### config.mk
export PLATFORM = sky130hd
export DESIGN_NAME = avalon_muldiv_seq
export DESIGN_NICKNAME = d
export VERILOG_FILES = /design/src/rtl/avalon_muldiv_seq.sv
export SDC_FILE = /design/constraint.sdc
export NUM_CORES = 1
export LEC_CHECK = 0
export ABC_AREA = 1
export CORE_UTILIZATION = 45
export CTS_BUF_LIST = sky130_fd_sc_hd__clkbuf_8
export DETAILED_ROUTE_END_ITERATION = 12
export SLEW_MARGIN = 20
export SYNTH_ARGS = -nofsm -noshare
export SYNTH_HDL_FRONTEND = slang
export SYNTH_SLANG_ARGS = --single-unit
### constraint.sdc
create_clock -name clk -period 12.05 [get_ports clk]
set_input_delay 1.8075 -clock clk [delete_from_list [all_inputs] [get_ports clk]]
set_output_delay 1.8075 -clock clk [all_outputs]
set_load 0.01 [all_outputs]
### src/rtl/avalon_muldiv_seq.sv
// avalon_muldiv_seq
//   Multi-cycle signed/unsigned multiplier and divider behind an Avalon-MM
//   slave port. The CPU loads OPA/OPB and then writes CTRL with start=1. The
//   core takes absolute values, runs WIDTH shift-add or restoring
//   shift-subtract steps, applies the sign correction and then raises done.
//
//   Register map (address):
//     0 OPA    RW
//     1 OPB    RW
//     2 CTRL   W: b0 start, b1 op (0 mul, 1 div), b2 signed, b3 ie
//              R: {ie, signed, op, 0}
//     3 STAT   R: b0 busy, b1 done, b2 dz   W: b1=1 clears done and dz
//     4 RES_LO product[W-1:0] or quotient
//     5 RES_HI product[2W-1:W] or remainder
//     6,7      read 0
//
//   Ports:
//     clk, reset        clock, asynchronous active-high reset
//     address           register index
//     writedata/write   write data and strobe (qualified by chipselect)
//     read              read strobe (qualified by chipselect)
//     chipselect        slave select
//     readdata          registered read data, valid the cycle after read
//     irq               done & ie, registered
module avalon_muldiv_seq #(
   parameter int WIDTH = 32
) (
   input  logic             clk,
   input  logic             reset,
   input  logic [2:0]       address,
   input  logic [WIDTH-1:0] writedata,
   input  logic             write,
   input  logic             read,
   input  logic             chipselect,
   output logic [WIDTH-1:0] readdata,
   output logic             irq
);

   localparam int CW = $clog2(WIDTH);

   typedef enum logic [1:0] {IDLE, PREP, RUN, FIX} state_t;

   state_t state, state_nxt;

   // bus-visible registers
   logic [WIDTH-1:0] opa, opb;
   logic             ctrl_op, ctrl_sgn, ctrl_ie;
   logic             done, dz;
   logic [WIDTH-1:0] res_lo, res_hi;

   // snapshot of the running operation
   logic [WIDTH-1:0] run_a, run_b;
   logic             run_op, run_sgn;

   // iteration datapath: hi:lo is the product or remainder:quotient
   logic [WIDTH-1:0] bmag, hi, lo;
   logic             neg_q, neg_r;
   logic [CW-1:0]    cnt;

   logic             ctrl_wr, stat_wr, start, busy;
   logic             done_nxt, dz_nxt, ie_nxt;
   logic [WIDTH:0]   sum, sh, diff;
   logic [2*WIDTH-1:0] prod;
   logic [WIDTH-1:0] fix_lo, fix_hi;

   assign busy = (state != IDLE);

   // ---------------- control decode / flags ----------------
   always_comb begin
      ctrl_wr  = chipselect & write & (address == 3'd2);
      stat_wr  = chipselect & write & (address == 3'd3);
      // CTRL writes are dropped entirely while an op is running
      start    = ctrl_wr & writedata[0] & (state == IDLE);
      ie_nxt   = (ctrl_wr & (state == IDLE)) ? writedata[3] : ctrl_ie;

      done_nxt = done;
      dz_nxt   = dz;
      if (stat_wr & writedata[1]) begin
         done_nxt = 1'b0;
         dz_nxt   = 1'b0;
      end
      if (state == FIX) begin
         done_nxt = 1'b1;
         dz_nxt   = run_op & (run_b == '0);
      end
      if (start) begin
         done_nxt = 1'b0;
         dz_nxt   = 1'b0;
      end
   end

   // ---------------- FSM ----------------
   always_ff @(posedge clk or posedge reset) begin
      if (reset) state <= IDLE;
      else       state <= state_nxt;
   end

   always_comb begin
      state_nxt = state;
      case (state)
         IDLE:    if (start) state_nxt = PREP;
         PREP:    state_nxt = RUN;
         RUN:     if (cnt == CW'(WIDTH-1)) state_nxt = FIX;
         FIX:     state_nxt = IDLE;
         default: state_nxt = IDLE;
      endcase
   end

   // ---------------- step arithmetic ----------------
   always_comb begin
      // multiply: add B when the current multiplier bit is set, then shift right
      sum  = {1'b0, hi} + (lo[0] ? {1'b0, bmag} : '0);
      // divide: shift in next dividend bit, trial subtract; diff[WIDTH] is borrow
      sh   = {hi, lo[WIDTH-1]};
      diff = sh - {1'b0, bmag};
      prod = {hi, lo};

      fix_lo = '0;
      fix_hi = '0;
      if (run_op) begin
         if (run_b == '0) begin
            fix_lo = '1;
            fix_hi = run_a;
         end else begin
            fix_lo = neg_q ? -lo : lo;
            fix_hi = neg_r ? -hi : hi;
         end
      end else begin
         {fix_hi, fix_lo} = neg_q ? -prod : prod;
      end
   end

   // ---------------- registers ----------------
   always_ff @(posedge clk or posedge reset) begin
      if (reset) begin
         opa      <= '0;
         opb      <= '0;
         ctrl_op  <= 1'b0;
         ctrl_sgn <= 1'b0;
         ctrl_ie  <= 1'b0;
         done     <= 1'b0;
         dz       <= 1'b0;
         irq      <= 1'b0;
         res_lo   <= '0;
         res_hi   <= '0;
         run_a    <= '0;
         run_b    <= '0;
         run_op   <= 1'b0;
         run_sgn  <= 1'b0;
         bmag     <= '0;
         hi       <= '0;
         lo       <= '0;
         neg_q    <= 1'b0;
         neg_r    <= 1'b0;
         cnt      <= '0;
         readdata <= '0;
      end else begin
         // OPA/OPB are plain storage; the running op uses its snapshot
         if (chipselect & write & (address == 3'd0)) opa <= writedata;
         if (chipselect & write & (address == 3'd1)) opb <= writedata;
         if (ctrl_wr & (state == IDLE)) begin
            ctrl_op  <= writedata[1];
            ctrl_sgn <= writedata[2];
         end
         ctrl_ie <= ie_nxt;
         done    <= done_nxt;
         dz      <= dz_nxt;
         irq     <= done_nxt & ie_nxt;

         if (start) begin
            run_a   <= opa;
            run_b   <= opb;
            run_op  <= writedata[1];
            run_sgn <= writedata[2];
         end

         case (state)
            PREP: begin
               lo    <= (run_sgn & run_a[WIDTH-1]) ? -run_a : run_a;
               bmag  <= (run_sgn & run_b[WIDTH-1]) ? -run_b : run_b;
               hi    <= '0;
               cnt   <= '0;
               neg_q <= run_sgn & (run_a[WIDTH-1] ^ run_b[WIDTH-1]);
               neg_r <= run_sgn & run_a[WIDTH-1];
            end
            RUN: begin
               cnt <= cnt + 1'b1;
               if (!run_op) begin
                  hi <= sum[WIDTH:1];
                  lo <= {sum[0], lo[WIDTH-1:1]};
               end else if (!diff[WIDTH]) begin
                  hi <= diff[WIDTH-1:0];
                  lo <= {lo[WIDTH-2:0], 1'b1};
               end else begin
                  hi <= sh[WIDTH-1:0];
                  lo <= {lo[WIDTH-2:0], 1'b0};
               end
            end
            FIX: begin
               res_lo <= fix_lo;
               res_hi <= fix_hi;
            end
            default: ;
         endcase

         if (chipselect & read) begin
            case (address)
               3'd0:    readdata <= opa;
               3'd1:    readdata <= opb;
               3'd2:    readdata <= WIDTH'({ctrl_ie, ctrl_sgn, ctrl_op, 1'b0});
               3'd3:    readdata <= WIDTH'({dz, done, busy});
               3'd4:    readdata <= res_lo;
               3'd5:    readdata <= res_hi;
               default: readdata <= '0;
            endcase
         end
      end
   end

endmodule

==> out/metrics.sh <==
OUTCOME='completed'
CRITICAL_PATH_ARRIVAL_NS=5.09
WORST_SETUP_HOLD_PATH_CLK_SLEW_NS=0.06
VIAS=24410
YOSYS_SYNTHESIS_WARNING_COUNT=0
DRT_ITER0_MARKERS=2022
SLEW_VIOLATIONS=0
POST-SYNTH-TOP-AREA-FRACTION_PCT=34.97
CELL_TYPES_OCCUPYING_THE_MOST_AREA_AFTER_SYNTHESIS='sky130_fd_sc_hd__dfrtp_1 35%, sky130_fd_sc_hd__nand2_1 19%, sky130_fd_sc_hd__nand3_1 6.1%'
HOLD_DEPTH=2
CRITICALPATHCATEGORY='in2reg'
SYNTH.LARGEST_AREA_CELL='sky130_fd_sc_hd__dfrtp_1'
GRTUSAGETOTAL_PCT=33.25
ROUTED_WIRE_LENGTH_PER_INSTANCE_MICRONS=20.09
GRT_SETUP_UNREPAIRED='false'
POWER.DENSITY_CELL_AREA_nW_PER_UM2=253.1
TOP_LEVEL_PINS=73
DRT_PRE_ANTENNA_ITERS=8
YOSYSSEQAREASHARE_PCT=34.97
TIMING.REG2REG.SETUP_SLACK_NS=8.14
R2R_START='lo[31]$_DFFE_PP0P_'
FILLCELLCOUNT=5596
CRIT_BUF_INV=5
PLACE.DETAILED.INSTANCES=4352
CTS_SINKS=337
SETUP_VIOL=0
ANTENNA_FOUND_INITIAL=1
WORST_SETUP_PATH_START_KIND='input port'
SYN-INSTANCE-COUNT=3710
MAPPEDNETLISTNETS=3826
YS_DOMINANT_REG_CELL='sky130_fd_sc_hd__dfrtp_1'
TRITONCTS='done'
CTS-BUFFERS-INSERTED=59
DIE_WIDTH_MICRONS=233.5
FRACTION_OF_REGISTERS_WITH_ASYNC_SET_RESET_PCT=100.0
ROUTED_WL_MM=89.58
POST-DP-HPWL_MM=67.36
REGAREA_SQ_UM=8438
WORSTPATHMAXFANOUT=97
FINAL_CRITICAL_PATH_SETUP_SLACK_NS=7.493
FINALCLOCKSKEW_NS=0.01918
ACHIEVABLE-FREQUENCY_GHz=0.2194
SYN-CELL-AREA_SQ_UM=24110
ROUTE.DETAILED.DRC=0
POSTROUTEANTENNANETS=0
GRT_FIRST_PASS_WIRELENGTH_MM=137.5
POST-ROUTE-CELL-AREA_SQ_UM=26660
TIMING.FINAL.HOLD_VIOLATIONS=0
SYNTH.TOP_CELLS.BY_COUNT='1212 x sky130_fd_sc_hd__nand2_1, 388 x sky130_fd_sc_hd__inv_1, 351 x sky130_fd_sc_hd__nor2_1'
YOSYSMOSTFREQUENTCELL='sky130_fd_sc_hd__nand2_1'
CLOCK_TREE.HTREE_LEVEL_COUNT=2
CRITICAL_PATH.SLOWEST_CELL='sky130_fd_sc_hd__buf_4'
REG2REGPATHDEPTH=17
CLK_LATENCY_NS=0.67
POSTSYNTHREGISTERBITS=337
FLOORPLAN.INITIALDENSITY_PCT=45.71
RD_PLACE_CONGESTION=0.9975
SYNTH_AREA_PER_CELL_SQ_UM=6.500
TIMING.CRITICAL_PATH.MODE_CELL='sky130_fd_sc_hd__inv_2'
SYNTH_EDF_COUNT=0
R2R_END='lo[0]$_DFFE_PP0P_'
CTS.ROOT.BUFFER_CELL='sky130_fd_sc_hd__clkbuf_8'
P_LEAK_nW=13.28
PRE_CTS_WS_NS=6.823
CP_CELL_SEQUENCE='clkdlybuf4s50_1 -> inv_2 -> nor3_2 -> inv_2 -> nor2_1 -> nand2_1 -> nor2_4 -> buf_4 -> inv_2 -> nand2_1 -> o21ai_0'
PLACEABLE_AREA_SQ_UM=52760
VDD_DROP_MAX_mV=0.1495
LAYOUT-AREA-OVERHEAD-VS-SYNTH_PCT=10.57
LAYOUT.CELLS.NON_FILLER=4459
SYNTH_CELL_TYPES=52
WORST_HOLD_PATH_TYPE='reg2reg'
WORST_SLEW_MARGIN_REL_PCT=30.77
CAP_VIOLATIONS=0
FINAL_NETS=3842
CLOCK_TREE.BUFFER_DEPTH=3
FLOORPLAN.DIE_AREA_SQ_UM=54520
POST_CTS.REPAIR.SETUP_BUFFERS=0
AREA_OCCUPIED_BY_MULTI_INPUT_GATES_SQ_UM=13460
TIMING.CRITICAL_PATH.MAX_DELAY_FAMILY='buffers and inverters'
SITE_ROW_COUNT=84
MIN_PERIOD_OVER_PERIOD_PCT=37.82
POST_DRT_VIA_CELL_RATIO=5.473
NUMBER_OF_GLOBAL_ROUTE_VIAS_BEFORE_REPAIR=23080
GRT_OVERFLOW_TOTAL=0
LARGEST_NET_DEGREE_AT_THE_START_OF_GLOBAL_ROUTING=173
TIMING.HOLD.WORST.START='readdata[4]$_DFFE_PP0P_'
FINAL_LAYOUT_SIZE_SUFFIX_GT1_SHARE_PCT=6.207
CRITICAL_PATH.MAX_STAGE_DELAY_NS=0.85
TIMING.SETUP.TNS_NS=0
BUFFERS_ON_PORTS=72
WORST-SLEW-PIN-TRANSITION_NS=1.038
CP_DATA_REQUIRED_TIME_NS=12.59
POSTCTSHOLDBUFS=0
PLACED_AREA_SQ_UM=25350
WORST_HOLD_PATH.ENDPOINT='readdata[4]$_DFFE_PP0P_'
POST-ROUTE-MIN-PERIOD_NS=4.557
TIMING.CRITICAL_PATH.TO_TYPE='register'
DIE_HEIGHT_MICRONS=233.5
POST_CTS.RESIZED_INSTANCES=0
[cell usage in the layout, fill, tap and decap left out, types with 3 or more instances in the layout]
cell and instances:
sky130_fd_sc_hd__inv_1 403, sky130_fd_sc_hd__o31ai_1 6, sky130_fd_sc_hd__nand4_1 66, sky130_fd_sc_hd__a22oi_1 10, sky130_fd_sc_hd__o21ai_1 78, sky130_fd_sc_hd__a31oi_1 31
sky130_fd_sc_hd__nor4_1 7, sky130_fd_sc_hd__ha_1 72, sky130_fd_sc_hd__a21o_1 8, sky130_fd_sc_hd__dfrtp_1 335, sky130_fd_sc_hd__nand3_2 5, sky130_fd_sc_hd__clkinv_1 5
sky130_fd_sc_hd__clkbuf_8 79, sky130_fd_sc_hd__or2_2 15, sky130_fd_sc_hd__nor2_2 20, sky130_fd_sc_hd__nor2_4 5, sky130_fd_sc_hd__nor2_1 351, sky130_fd_sc_hd__nand3b_1 8
sky130_fd_sc_hd__o21ai_0 237, sky130_fd_sc_hd__inv_2 43, sky130_fd_sc_hd__a21oi_1 169, sky130_fd_sc_hd__nand3_1 294, sky130_fd_sc_hd__a22o_1 3, sky130_fd_sc_hd__nor3_1 32
sky130_fd_sc_hd__bufinv_16 3, sky130_fd_sc_hd__nand2_1 1210, sky130_fd_sc_hd__nor3_2 9, sky130_fd_sc_hd__xor2_1 80, sky130_fd_sc_hd__clkdlybuf4s50_1 72, sky130_fd_sc_hd__buf_4 26
sky130_fd_sc_hd__o21a_1 3, sky130_fd_sc_hd__clkinv_2 5, sky130_fd_sc_hd__nand2_2 7, sky130_fd_sc_hd__xnor2_1 7, sky130_fd_sc_hd__o211ai_1 9, sky130_fd_sc_hd__o22ai_1 14
sky130_fd_sc_hd__o21bai_1 9
[per-layer routing]
layer | vias to the layer above | track usage [%] | share of wire (%)
li1 | 12020 | - | -
met1 | 11300 | 43.97 | 43
met2 | 892 | 53.25 | 45
met3 | 195 | 5.286 | 7.3
met4 | 0 | 15.28 | 4.7
met5 | - | 0 | 0
[metrics by stage]
| step | hold WS (ns) | util [%] | power, mW |
|---|---|---|---|
| final | 0.4769 | 50.54 | 6.748 |
| after global routing | 0.4943 | 50.54 | 7.306 |
| after CTS | 0.4838 | 50.47 | 6.708 |
| after detailed placement | 0.4645 | 48.05 | 5.512 |
| after global placement | 0.4708 | 48.05 | 5.502 |
| after floorplan | 0.4423 | - | 4.376 |
[tightest hold or removal path, stage by stage (launching register included)]
cell	delay [ns]
sky130_fd_sc_hd__dfrtp_1	0.34
sky130_fd_sc_hd__nand2_1	0.05
sky130_fd_sc_hd__nand2_1	0.06
[where the power goes]
| group | switching (mW) | internal, mW | leakage, nW |
|---|---|---|---|
| combinational | 2.48 | 1.14 | 8.53 |
| clock | 0.521 | 0.646 | 0.724 |
| sequential | 0.470 | 1.49 | 4.03 |
| total | 3.47 | 3.28 | 13.3 |
[final cells by class]
| class | instances | area share, % |
|---|---|---|
| diodes | 1 | 0.009385 |
| clock buffers | 79 | 4.078 |
| clock inverters | 26 | 0.7226 |
| inverters | 438 | 6.213 |
| multi-input cells | 2790 | 50.49 |
| flip-flops and latches | 337 | 31.65 |
| well taps | 688 | 3.228 |
| repair buffers | 100 | 3.613 |
[state kept, by name (all words and copies together) (netlist names)]
| signal | count |
|---|---|
| bmag | 32 |
| hi | 32 |
| lo | 32 |
| opa | 32 |
| opb | 32 |
| readdata | 32 |
| res_hi | 32 |
| res_lo | 32 |
| run_a | 32 |
| run_b | 32 |
| cnt | 5 |
| state | 2 |
| ctrl_ie | 1 |
| ctrl_op | 1 |
| ctrl_sgn | 1 |
| done | 1 |
| dz | 1 |
| irq | 1 |
| neg_q | 1 |
| neg_r | 1 |
| run_op | 1 |
| run_sgn | 1 |
[worst max-delay path by stage]
stage	slack [ns]	startpoint	cells past startpoint	endpoint
6_report	7.49	address[1]	11	run_sgn$_DFFE_PP0P_
5_1_grt	7.25	address[1]	11	run_sgn$_DFFE_PP0P_
4_1_cts	7.53	address[1]	11	run_sgn$_DFFE_PP0P_
3_5_place_dp	6.82	address[1]	11	run_sgn$_DFFE_PP0P_
3_3_place_gp	6.90	address[1]	11	run_sgn$_DFFE_PP0P_
2_1_floorplan	0.90	reset	1	bmag[0]$_DFFE_PP0N_
[kinds of logic (layout without fill, tap and decap cells)]
logic type      after synthesis  after routing  share of synthesized area [%]
xor+xnor                     87             87                          3.160
other cells                   0              1                              0
compound gates              589            589                          13.15
flops                       337            337                          34.97
buf+inv                     583            643                          9.324
simple gates               2038           2038                          35.39
fa+ha+maj                    76             76                          4.006
Note: power is estimated with default switching activity, not from simulation.
